`src/rtl/flappy_game.sv`:
```
// Frame-rate game engine: bird physics, two scrolling pipe pairs, collision and scoring.
// Optional build macro FLAPPY_NOCOLLIDE_EN removes pipe collision; only the ground ends a game.
module flappy_game #(
    parameter int GAP    = 100,
    parameter int SPEED  = 2,
    parameter int FLAP_V = 7,
    parameter int VMAX   = 7
) (
    input  logic       clk,
    input  logic       rst,
    input  logic       vneg,
    input  logic       flap,
    output logic [9:0] upx1,
    output logic [9:0] upy1,
    output logic [9:0] upx2,
    output logic [9:0] upy2,
    output logic [9:0] dnx1,
    output logic [9:0] dny1,
    output logic [9:0] dnx2,
    output logic [9:0] dny2,
    output logic [9:0] birdy,
    output logic [7:0] score,
    output logic [1:0] state,
    output logic       game_over
);
    typedef enum logic [1:0] {IDLE = 2'd0, PLAY = 2'd1, DYING = 2'd2, OVER = 2'd3} state_t;

    localparam logic [9:0] X_START  = 10'd604;
    localparam logic [9:0] X_WRAP   = 10'd268;
    localparam logic [9:0] X_SPAWN2 = 10'd436;
    localparam logic [9:0] X_SCORE  = 10'd392;
    localparam logic [9:0] Y_SKY    = 10'd85;
    localparam logic [9:0] Y_FLOOR  = 10'd391;
    localparam logic [9:0] Y_START  = 10'd240;
    localparam logic [9:0] DN_OFS   = 10'(150 + GAP);
    localparam logic [9:0] STEP     = 10'(SPEED);
    localparam logic signed [4:0] V_FLAP = 5'(-FLAP_V);
    localparam logic signed [4:0] V_MAX  = 5'(VMAX);

    logic              sync1_q, sync2_q, sync3_q;
    logic              pend_q, pend_d, flap_rise;
    logic [15:0]       lfsr_q;
    logic [9:0]        gap_up, gap_dn;
    state_t            state_q, state_d;
    logic [9:0]        birdy_q, birdy_d;
    logic signed [4:0] vel_q, vel_d;
    logic [7:0]        score_q, score_d;
    logic [9:0]        px_q [2], px_d [2];
    logic [9:0]        uy_q [2], uy_d [2];
    logic [9:0]        dy_q [2], dy_d [2];
    logic [1:0]        act_q, act_d;
    logic              hit;

    function automatic logic [9:0] move_bird(input logic [9:0] y, input logic signed [4:0] v);
        logic signed [11:0] sum;
        sum = $signed({2'b00, y}) + $signed({{7{v[4]}}, v});
        if (sum < $signed({2'b00, Y_SKY}))        move_bird = Y_SKY;
        else if (sum > $signed({2'b00, Y_FLOOR})) move_bird = Y_FLOOR;
        else                                      move_bird = sum[9:0];
    endfunction

    function automatic logic signed [4:0] gravity(input logic signed [4:0] v);
        gravity = (v >= V_MAX) ? V_MAX : v + 5'sd1;
    endfunction

`ifndef FLAPPY_NOCOLLIDE_EN
    // 11-bit arithmetic so x+51 and the gap bounds cannot wrap.
    function automatic logic pipe_hits(input logic [9:0] x, input logic [9:0] uy,
                                       input logic [9:0] dy, input logic [9:0] by);
        logic [10:0] xw, uyw, dyw, byw;
        xw  = {1'b0, x};
        uyw = {1'b0, uy};
        dyw = {1'b0, dy};
        byw = {1'b0, by};
        pipe_hits = (xw <= 11'd478) && (xw + 11'd51 >= 11'd445) &&
                    ((byw <= uyw + 11'd149) || (byw + 11'd23 >= dyw));
    endfunction
`endif

    assign flap_rise = sync2_q & ~sync3_q;
    // An edge seen on the tick cycle survives the tick and applies to the next one.
    assign pend_d    = vneg ? flap_rise : (pend_q | flap_rise);
    assign gap_up    = Y_SKY + {4'b0000, lfsr_q[5:0]} + {6'b000000, lfsr_q[3:0]};
    assign gap_dn    = gap_up + DN_OFS;

    always_comb begin
        state_d = state_q;
        birdy_d = birdy_q;
        vel_d   = vel_q;
        score_d = score_q;
        act_d   = act_q;
        px_d    = px_q;
        uy_d    = uy_q;
        dy_d    = dy_q;
        hit     = 1'b0;
        if (vneg) begin
            unique case (state_q)
                IDLE: if (pend_q) begin
                    state_d  = PLAY;
                    act_d[0] = 1'b1;
                    px_d[0]  = X_START;
                    uy_d[0]  = gap_up;
                    dy_d[0]  = gap_dn;
                    vel_d    = V_FLAP;
                    birdy_d  = move_bird(birdy_q, V_FLAP);
                end
                PLAY: begin
                    vel_d   = pend_q ? V_FLAP : gravity(vel_q);
                    birdy_d = move_bird(birdy_q, vel_d);
                    for (int i = 0; i < 2; i++) begin
                        if (act_q[i]) begin
                            if (px_q[i] == X_WRAP) begin
                                px_d[i] = X_START;
                                uy_d[i] = gap_up;
                                dy_d[i] = gap_dn;
                            end else begin
                                px_d[i] = px_q[i] - STEP;
                            end
                        end
                    end
                    if (px_d[0] == X_SPAWN2 && !act_q[1]) begin
                        act_d[1] = 1'b1;
                        px_d[1]  = X_START;
                        uy_d[1]  = gap_up;
                        dy_d[1]  = gap_dn;
                    end
                    for (int i = 0; i < 2; i++) begin
                        if (act_d[i] && px_d[i] == X_SCORE && score_d != 8'hFF)
                            score_d = score_d + 8'd1;
                    end
`ifndef FLAPPY_NOCOLLIDE_EN
                    for (int i = 0; i < 2; i++) begin
                        if (act_d[i] && pipe_hits(px_d[i], uy_d[i], dy_d[i], birdy_d))
                            hit = 1'b1;
                    end
`endif
                    if (birdy_d == Y_FLOOR) state_d = OVER;
                    else if (hit)           state_d = DYING;
                end
                DYING: begin
                    vel_d   = gravity(vel_q);
                    birdy_d = move_bird(birdy_q, vel_d);
                    if (birdy_d == Y_FLOOR) state_d = OVER;
                end
                OVER: if (pend_q) begin
                    state_d = IDLE;
                    birdy_d = Y_START;
                    vel_d   = '0;
                    score_d = '0;
                    act_d   = '0;
                    for (int i = 0; i < 2; i++) begin
                        px_d[i] = '0;
                        uy_d[i] = '0;
                        dy_d[i] = '0;
                    end
                end
                default: ;
            endcase
        end
    end

    always_ff @(posedge clk) begin
        if (rst) begin
            sync1_q <= 1'b0;
            sync2_q <= 1'b0;
            sync3_q <= 1'b0;
            pend_q  <= 1'b0;
            lfsr_q  <= 16'hACE1;
            state_q <= IDLE;
            birdy_q <= Y_START;
            vel_q   <= '0;
            score_q <= '0;
            act_q   <= '0;
            for (int i = 0; i < 2; i++) begin
                px_q[i] <= '0;
                uy_q[i] <= '0;
                dy_q[i] <= '0;
            end
        end else begin
            sync1_q <= flap;
            sync2_q <= sync1_q;
            sync3_q <= sync2_q;
            pend_q  <= pend_d;
            lfsr_q  <= {lfsr_q[0] ^ lfsr_q[2] ^ lfsr_q[3] ^ lfsr_q[5], lfsr_q[15:1]};
            state_q <= state_d;
            birdy_q <= birdy_d;
            vel_q   <= vel_d;
            score_q <= score_d;
            act_q   <= act_d;
            for (int i = 0; i < 2; i++) begin
                px_q[i] <= px_d[i];
                uy_q[i] <= uy_d[i];
                dy_q[i] <= dy_d[i];
            end
        end
    end

    assign upx1      = px_q[0];
    assign upy1      = uy_q[0];
    assign dnx1      = px_q[0];
    assign dny1      = dy_q[0];
    assign upx2      = px_q[1];
    assign upy2      = uy_q[1];
    assign dnx2      = px_q[1];
    assign dny2      = dy_q[1];
    assign birdy     = birdy_q;
    assign score     = score_q;
    assign state     = state_q;
    assign game_over = (state_q == OVER);
endmodule

```
`config.mk`:
```
export PLATFORM = sky130hd
export DESIGN_NAME = flappy_game
export DESIGN_NICKNAME = d
export VERILOG_FILES = /design/src/rtl/flappy_game.sv
export SDC_FILE = /design/constraint.sdc
export NUM_CORES = 1
export LEC_CHECK = 0
export BUFFER_PORTS_ARGS = -buffer_cell sky130_fd_sc_hd__buf_2
export CAP_MARGIN = 20
export CELL_PAD_IN_SITES_DETAIL_PLACEMENT = 1
export CELL_PAD_IN_SITES_GLOBAL_PLACEMENT = 1
export CORE_UTILIZATION = 45
export DETAILED_ROUTE_END_ITERATION = 8
export PLACE_DENSITY = 0.78
export SLEW_MARGIN = 10
export SYNTH_ARGS = -nofsm -noshare
export SYNTH_HDL_FRONTEND = slang
export SYNTH_SLANG_ARGS = --single-unit
export TNS_END_PERCENT = 10
```
`constraint.sdc`:
```
create_clock -name clk -period 8.01 [get_ports clk]
set_input_delay 1.602 -clock clk [delete_from_list [all_inputs] [get_ports clk]]
set_output_delay 1.602 -clock clk [all_outputs]
set_load 0.1 [all_outputs]
```
==> results of run 1 <==
per-layer routing:
layer	track usage [%]	wire length, µm
met3	4.364	1607
met1	39.49	15420
met5	0	0
met4	9.646	784
met2	49.68	15370
where the power goes:
group | internal [mW] | switching [mW]
Combinational | 0.292 | 0.533
Clock | 0.255 | 0.233
Sequential | 0.550 | 0.0307
Total | 1.10 | 0.796
logic make-up after synthesis:
group,share of synthesized area [%]
AND/OR/NAND/NOR,23.99
multiplexers,2.240
XOR/XNOR,6.279
adder cells (fa/ha/maj),11.87
flip-flops,21.67
AO/OA/AOI/OAI,26.99
buffers and inverters,6.924
other,0.03794
worst max-delay path: cells and delay by family, from the launching register on:
kind,cells,cell delay [ps]
buf+inv,3,580
flops,1,430
mux,1,180
compound gates,16,3630
fa+ha+maj,4,1200
simple gates,3,1070
synth_stat cells (5+ instances only):
cell type,number,share of area [%]
o21ai_0,71,3.6
a21boi_0,6,0.46
a221oi_1,5,0.44
ha_1,89,11
buf_4,21,1.6
a22oi_1,23,1.7
a31oi_1,11,0.70
xor2_1,28,2.5
and2_1,12,0.76
buf_2,7,0.35
nor2b_1,22,1.4
nand3b_1,7,0.53
or3_1,13,0.82
xnor2_1,41,3.6
and3_1,16,1.0
nor2_1,147,5.6
or2_2,14,0.89
nand3_1,36,1.8
nand4_1,8,0.51
a21o_1,27,2.1
o2111ai_1,6,0.53
nor4_1,10,0.63
nand2_1,107,4.1
o22ai_1,10,0.63
clkbuf_1,52,2.0
mux2i_1,18,1.8
o21ai_1,11,0.56
o31ai_1,11,0.84
a21oi_1,115,5.8
o21a_1,10,0.76
o31a_1,7,0.62
nor3_1,29,1.5
o211ai_1,9,0.68
nand2b_1,20,1.3
inv_1,66,2.5
a211oi_1,10,0.76
dfxtp_1,107,22
how the worst min path moves through the flow:
stage	start	end	slack [ps]	cells after the start
finish	lfsr_q[12]$_SDFF_PP0_	lfsr_q[11]$_SDFF_PP1_	410	1
global route	lfsr_q[14]$_SDFF_PP0_	lfsr_q[13]$_SDFF_PP1_	430	1
CTS	lfsr_q[12]$_SDFF_PP0_	lfsr_q[11]$_SDFF_PP1_	420	1
detailed placement	lfsr_q[12]$_SDFF_PP0_	lfsr_q[11]$_SDFF_PP1_	400	1
global placement	lfsr_q[14]$_SDFF_PP0_	lfsr_q[13]$_SDFF_PP1_	390	1
floorplan	lfsr_q[11]$_SDFF_PP1_	lfsr_q[10]$_SDFF_PP1_	390	1
state kept, by name (all words and copies together) (netlist names), 5 cells and up:
| name | count |
|---|---|
| birdy | 10 |
| dnx1 | 10 |
| dnx2 | 10 |
| dny1 | 10 |
| dny2 | 10 |
| lfsr_q | 16 |
| score | 8 |
| upy1 | 10 |
| upy2 | 10 |
| vel_q | 5 |
stage by stage:
step | hold WS, ps | util [%]
2_1_floorplan | 389.5 | -
4_1_cts | 416.4 | 50.34
3_3_place_gp | 389.7 | 48.89
5_1_grt | 428.6 | 50.34
3_5_place_dp | 398.5 | 48.89
6_report | 413.9 | 50.34
area by class of cell:
class | count | share of cell area (%)
timing repair buffer | 115 | 5.628
clock buffer | 10 | 2.230
clock inverter | 6 | 0.6655
tap | 275 | 3.211
multi-input combinational | 1053 | 65.97
inverter | 66 | 2.312
sequential | 107 | 19.99
==> impl_metrics.py, run 1 <==
metrics = {
    "power": {
        "p_leak_nw": 4.482,
        "peakVddDrop_uv": 124.9,
        "p_per_area_nw_per_um2": 176.6,
        "p_total_mw": 1.893,
    },
    "sta": {
        "hold_viol": 0,
        "skew_ps": 13.55,
        "period_needed_ps": 7169,
        "fin_setup_tns_ps": 0,
        "fmax_mhz": 139.5,
        "min_period_over_period_pct": 89.50,
        "setup_viol": 0,
        "rsz0062_at_grt": "false",
        "setup_ws_ps": 840.8,
        "maxSlewViolCount": 0,
        "relSlewSlack_pct": 23.77,
        "worstMarginPinSlew_ps": 1137,
    },
    "worst_setup_path": {
        "r2r-start": "vel_q[0]$_SDFFE_PP0P_",
        "reg2reg_to": "state[1]$_SDFFE_PP0P_",
        "critPathMaxFanout": 10,
        "cpPeakStageDelay_ps": 600,
        "end_kind": "flip-flop",
        "cp_common_cell": "a21o_1",
        "crit_end": "state[1]$_SDFFE_PP0P_",
        "critPathLaunchType": "flip-flop",
        "reg2reg_depth": 27,
        "crit_required_ps": 8310,
        "reg2reg_slack_ps": 840,
        "crit_type": "reg -> reg",
        "crit_slowest_cell": "or4b_4",
        "cp_data_arrival_time_ps": 7470,
        "crit_start": "vel_q[0]$_SDFFE_PP0P_",
    },
    "routing": {
        "drc_errors": 0,
        "drtIter0Drc": 469,
        "wl_per_cell_um": 20.34,
        "wl_mm": 33.19,
        "ant_nets": 0,
        "vias_per_cell": 6.095,
        "first_pass_iters": 5,
        "vias": 9947,
    },
    "layout": {
        "num_antenna_cells": 0,
        "fin_cells": 1632,
        "mostFrequentLayoutCells": "nor2_1, a21oi_1, nand2_1, dfxtp_1, buf_2",
        "seq_area_um2": 2142,
        "multiInputGateArea_um2": 7069,
        "mostFrequentLayoutCell": "nor2_1",
        "fin_area_um2": 10720,
        "drive_gt1_share_pct": 13.19,
        "final_net_count": 1448,
        "area_delta_synth_final_pct": 8.417,
        "fillers": 2770,
    },
    "clocking": {
        "postCtsSetupBuffers": 0,
        "clkTransAtPathRegs_ps": 80,
        "cts.repair.resized": 0,
        "clk-insertion-delay-late_ps": 370,
        "cts_buffers": 9,
        "clk_path_buf_depth": 2,
        "clkSinkCount": 107,
        "htree_levels": 3,
        "ctsHoldBuffers": 0,
        "cts_tree": "yes",
        "clock-root-buffer": "clkbuf_16",
    },
    "worst_hold_path": {
        "hp-class": "reg -> reg",
    },
    "logic_synthesis": {
        "yosys_warnings": 0,
        "syn_area_per_cell_um2": 7.545,
        "synth_cell_types": 106,
        "synth-edff-count": 0,
        "syn_inst": 1310,
        "netlist_area_um2": 9884,
        "yosysSeqAreaShare_pct": 21.67,
        "synth_ff_type": "dfxtp_1",
        "synthArstFlopShare_pct": 0,
        "synth-seq-cells": 107,
    },
    "placement": {
        "dp_hpwl_mm": 25.05,
        "place_ws_ps": 846.2,
        "place.gp.congestion": 0.8992,
        "dp.cells": 1616,
        "placed_area_um2": 10410,
        "io_buffers": 104,
    },
    "floorplan": {
        "rows": 53,
        "die_y_um": 150.2,
        "dieArea_um2": 22560,
        "core_area_um2": 21290,
        "die_w_um": 150.2,
        "ios": 105,
        "start_util_pct": 46.44,
    },
    "run_status": {
        "status": "complete, no violations",
    },
    "grt": {
        "antenna_found_initial": 0,
        "grt_max_degree": 83,
        "grt_pass1_wl_mm": 52.76,
        "grt_pass1_vias": 9920,
        "grt_usage_pct": 29.87,
        "grt_overflow": 0,
    },
    "run": {
        "max_cap_violations": 0,
    },
}
No activity file was read; power rests on OpenSTA's default activity.
==> inputs of run 2 (changes only) <==
Settings changed: ABC_AREA from default to 1, CORE_UTILIZATION 45 to 43, TNS_END_PERCENT 10 to 1.
==> run 2 against run 1 <==
Cell area increased by 0.23%. Sequential share of layout area about the same. Largest power group unchanged. Via count is 1.7% higher. Sequential cell count is the same. Highest routed layer unchanged. Critical endpoint unchanged. Register-to-register slack improved by 880 ps. Clock skew down 4.3 ps. Synthesized cell count up 16%.
==> impl_metrics.py, run 2 <==
metrics = {
    "run_status": {
        "status": "complete, no violations",
    },
    "worst_setup_path": {
        "critPathMaxFanout": 10,
        "critPathLaunchType": "flip-flop",
        "crit_start": "vel_q[0]$_SDFFE_PP0P_",
        "cp_common_cell": "nand2_1",
        "end_kind": "flip-flop",
        "cp_data_arrival_time_ps": 6550,
        "path_depth": 37,
        "cp_top_family": "simple AND/OR/NAND/NOR gates",
        "r2r-start": "vel_q[0]$_SDFFE_PP0P_",
        "crit_required_ps": 8270,
        "crit_type": "reg -> reg",
        "reg2reg_depth": 37,
        "path_buf_inv": 3,
        "cpPeakStageDelay_ps": 430,
        "crit_slowest_cell": "dfxtp_1",
    },
    "power": {
        "clock_power_share_pct": 11.5,
        "p_seq_share_pct": 16.2,
        "peakVddDrop_uv": 163.6,
        "p_per_area_nw_per_um2": 393.7,
        "pwr-share-comb_pct": 72.4,
        "p_sw_mw": 2.465,
        "p_leak_nw": 5.316,
        "p_int_mw": 1.764,
        "swShare_pct": 58.28,
    },
    "clocking": {
        "clock-root-buffer": "clkbuf_16",
        "cts.repair.resized": 0,
        "clk_path_buf_depth": 2,
        "clkSinkCount": 107,
        "postCtsSetupBuffers": 0,
        "cts_tree": "yes",
        "htree_levels": 3,
        "clkTransAtPathRegs_ps": 80,
        "ctsHoldBuffers": 0,
        "cts_buffers": 9,
        "clk-insertion-delay-late_ps": 370,
    },
    "sta": {
        "setup_viol": 0,
        "fin_setup_tns_ps": 0,
        "rsz0062_at_grt": "false",
        "maxSlewViolCount": 0,
        "worstMarginPinSlew_ps": 916.9,
        "hold_viol": 0,
        "setup_ws_ps": 1725,
        "fmax_mhz": 159.1,
        "skew_ps": 9.226,
        "period_needed_ps": 6285,
        "min_period_over_period_pct": 78.46,
        "relSlewSlack_pct": 38.50,
    },
    "placement": {
        "dp.cells": 1857,
        "place.gp.congestion": 0.9263,
        "place_ws_ps": 1750,
        "dp_hpwl_mm": 26.08,
        "io_buffers": 104,
    },
    "logic_synthesis": {
        "synth_most_common_cell": "nand2_1",
        "netlist_area_um2": 9838,
        "synth_ff_type": "dfxtp_1",
        "synthArstFlopShare_pct": 0,
        "yosysTopAreaCellShare_pct": 21.77,
        "synth_area_leaders": "dfxtp_1, nand2_1, ha_1",
        "synth_cell_types": 59,
        "syn_inst": 1522,
        "syn_area_per_cell_um2": 6.464,
        "synth_top_area_cell": "dfxtp_1",
        "synth_common_cells": "nand2_1, inv_1, nor2_1",
        "yosys_warnings": 0,
        "synth-edff-count": 0,
        "synth-seq-cells": 107,
        "yosysSeqAreaShare_pct": 21.77,
    },
    "floorplan": {
        "start_util_pct": 44.39,
        "rows": 54,
        "die_w_um": 153.3,
        "core_area_um2": 22160,
        "ios": 105,
        "dieArea_um2": 23490,
        "die_y_um": 153.3,
    },
    "layout": {
        "area_delta_synth_final_pct": 9.183,
        "fillers": 3070,
        "num_antenna_cells": 0,
        "top_register": "lfsr_q",
        "fin_cells": 1873,
        "mostFrequentLayoutCells": "nand2_1, inv_1, nor2_1",
        "largest_reg_flops": 16,
        "mostFrequentLayoutCell": "nand2_1",
        "drive_gt1_share_pct": 14.00,
        "final_net_count": 1684,
        "final_util_pct": 48.47,
    },
    "worst_hold_path": {
        "hp-start": "lfsr_q[9]$_SDFF_PP0_",
        "hp-class": "reg -> reg",
        "holdPathStages": 2,
    },
    "grt": {
        "grt_pass1_wl_mm": 54.13,
        "grt_pass1_vias": 10481,
        "grt_usage_pct": 28.84,
        "grt_max_degree": 69,
        "antenna_found_initial": 0,
        "grt_overflow": 0,
    },
    "routing": {
        "vias": 10116,
        "drc_errors": 0,
        "wl_per_cell_um": 17.83,
        "first_pass_iters": 7,
        "vias_per_cell": 5.401,
        "ant_nets": 0,
        "drtIter0Drc": 498,
        "wl_mm": 33.39,
    },
    "run": {
        "max_cap_violations": 0,
    },
}
run 2: cell types whose count changed in the layout (fill, tap and decap cells not counted), sizes merged, moves of 23 or more:
cell	previous run	this run
nor2b	23	0
xnor2	41	12
nand2	107	389
inv	68	216
nand3	37	71
xor2	29	53
run 2: path summary, 6_finish.rpt:
kind                            slack [ps]                     to
worst min register to register         410   lfsr_q[8]$_SDFF_PP0_
worst max-delay path                  1730  state[1]$_SDFFE_PP0P_
worst max register to register        1730  state[1]$_SDFFE_PP0P_
worst min-delay path                   410   lfsr_q[8]$_SDFF_PP0_
run 2: cells by family (layout without fill, tap and decap cells):
logic type	after synthesis	in the layout	share of synthesized area [%]
and+or+nand+nor	694	694	32.25
AOI/OAI and AO/OA	287	287	16.43
buffers and inverters	275	343	11.53
DFF	107	107	21.77
adders and majority gates	92	92	11.93
xor gates and xnor gates	65	65	5.939
other	1	4	0.03812
muxes	1	1	0.1017
run 2: worst min-delay path, cell delays in order, from the launching register on:
cell and delay, ps:
dfxtp_1 310, inv_1 40, nor2_1 30
run 2: final cells by class:
type | instances | area [µm²] | area share (%)
clock buffers | 10 | 229.0 | 2.132
well taps | 280 | 350.3 | 3.261
inverters | 219 | 823.3 | 7.665
repair buffers | 108 | 553.0 | 5.148
flip-flops and latches | 107 | 2142 | 19.94
clock inverters | 6 | 71.32 | 0.6639
multi-input cells | 1143 | 6573 | 61.19
run 2: stage by stage:
stage | cell area, µm² | total power, mW | hold slack (ps)
after floorplan | 9849 | 2.974 | 388.3
after global placement | 10440 | 3.638 | 393.7
after detailed placement | 10440 | 3.721 | 396.9
after CTS | 10740 | 4.222 | 414.5
after global routing | 10740 | 4.643 | 424.3
final | 10740 | 4.229 | 414.6
run 2: per-layer routing:
layer / track usage [%] / share of wire (%) / vias to the layer above
met5: 0 / 0 / -
met2: 51.51 / 48 / 180
met3: 4.054 / 4.0 / 49
met1: 36.02 / 46 / 4829
met4: 7.696 / 1.9 / 0
li1: - / - / 5058
run 2: power by group through the flow:
stage	sequential, mW	combinational [mW]	clock (mW)
after floorplan	0.957	2.02	0
after global placement	0.690	2.95	0
after detailed placement	0.692	3.03	0
after CTS	0.681	3.05	0.493
after global routing	0.689	3.44	0.512
final	0.683	3.06	0.486
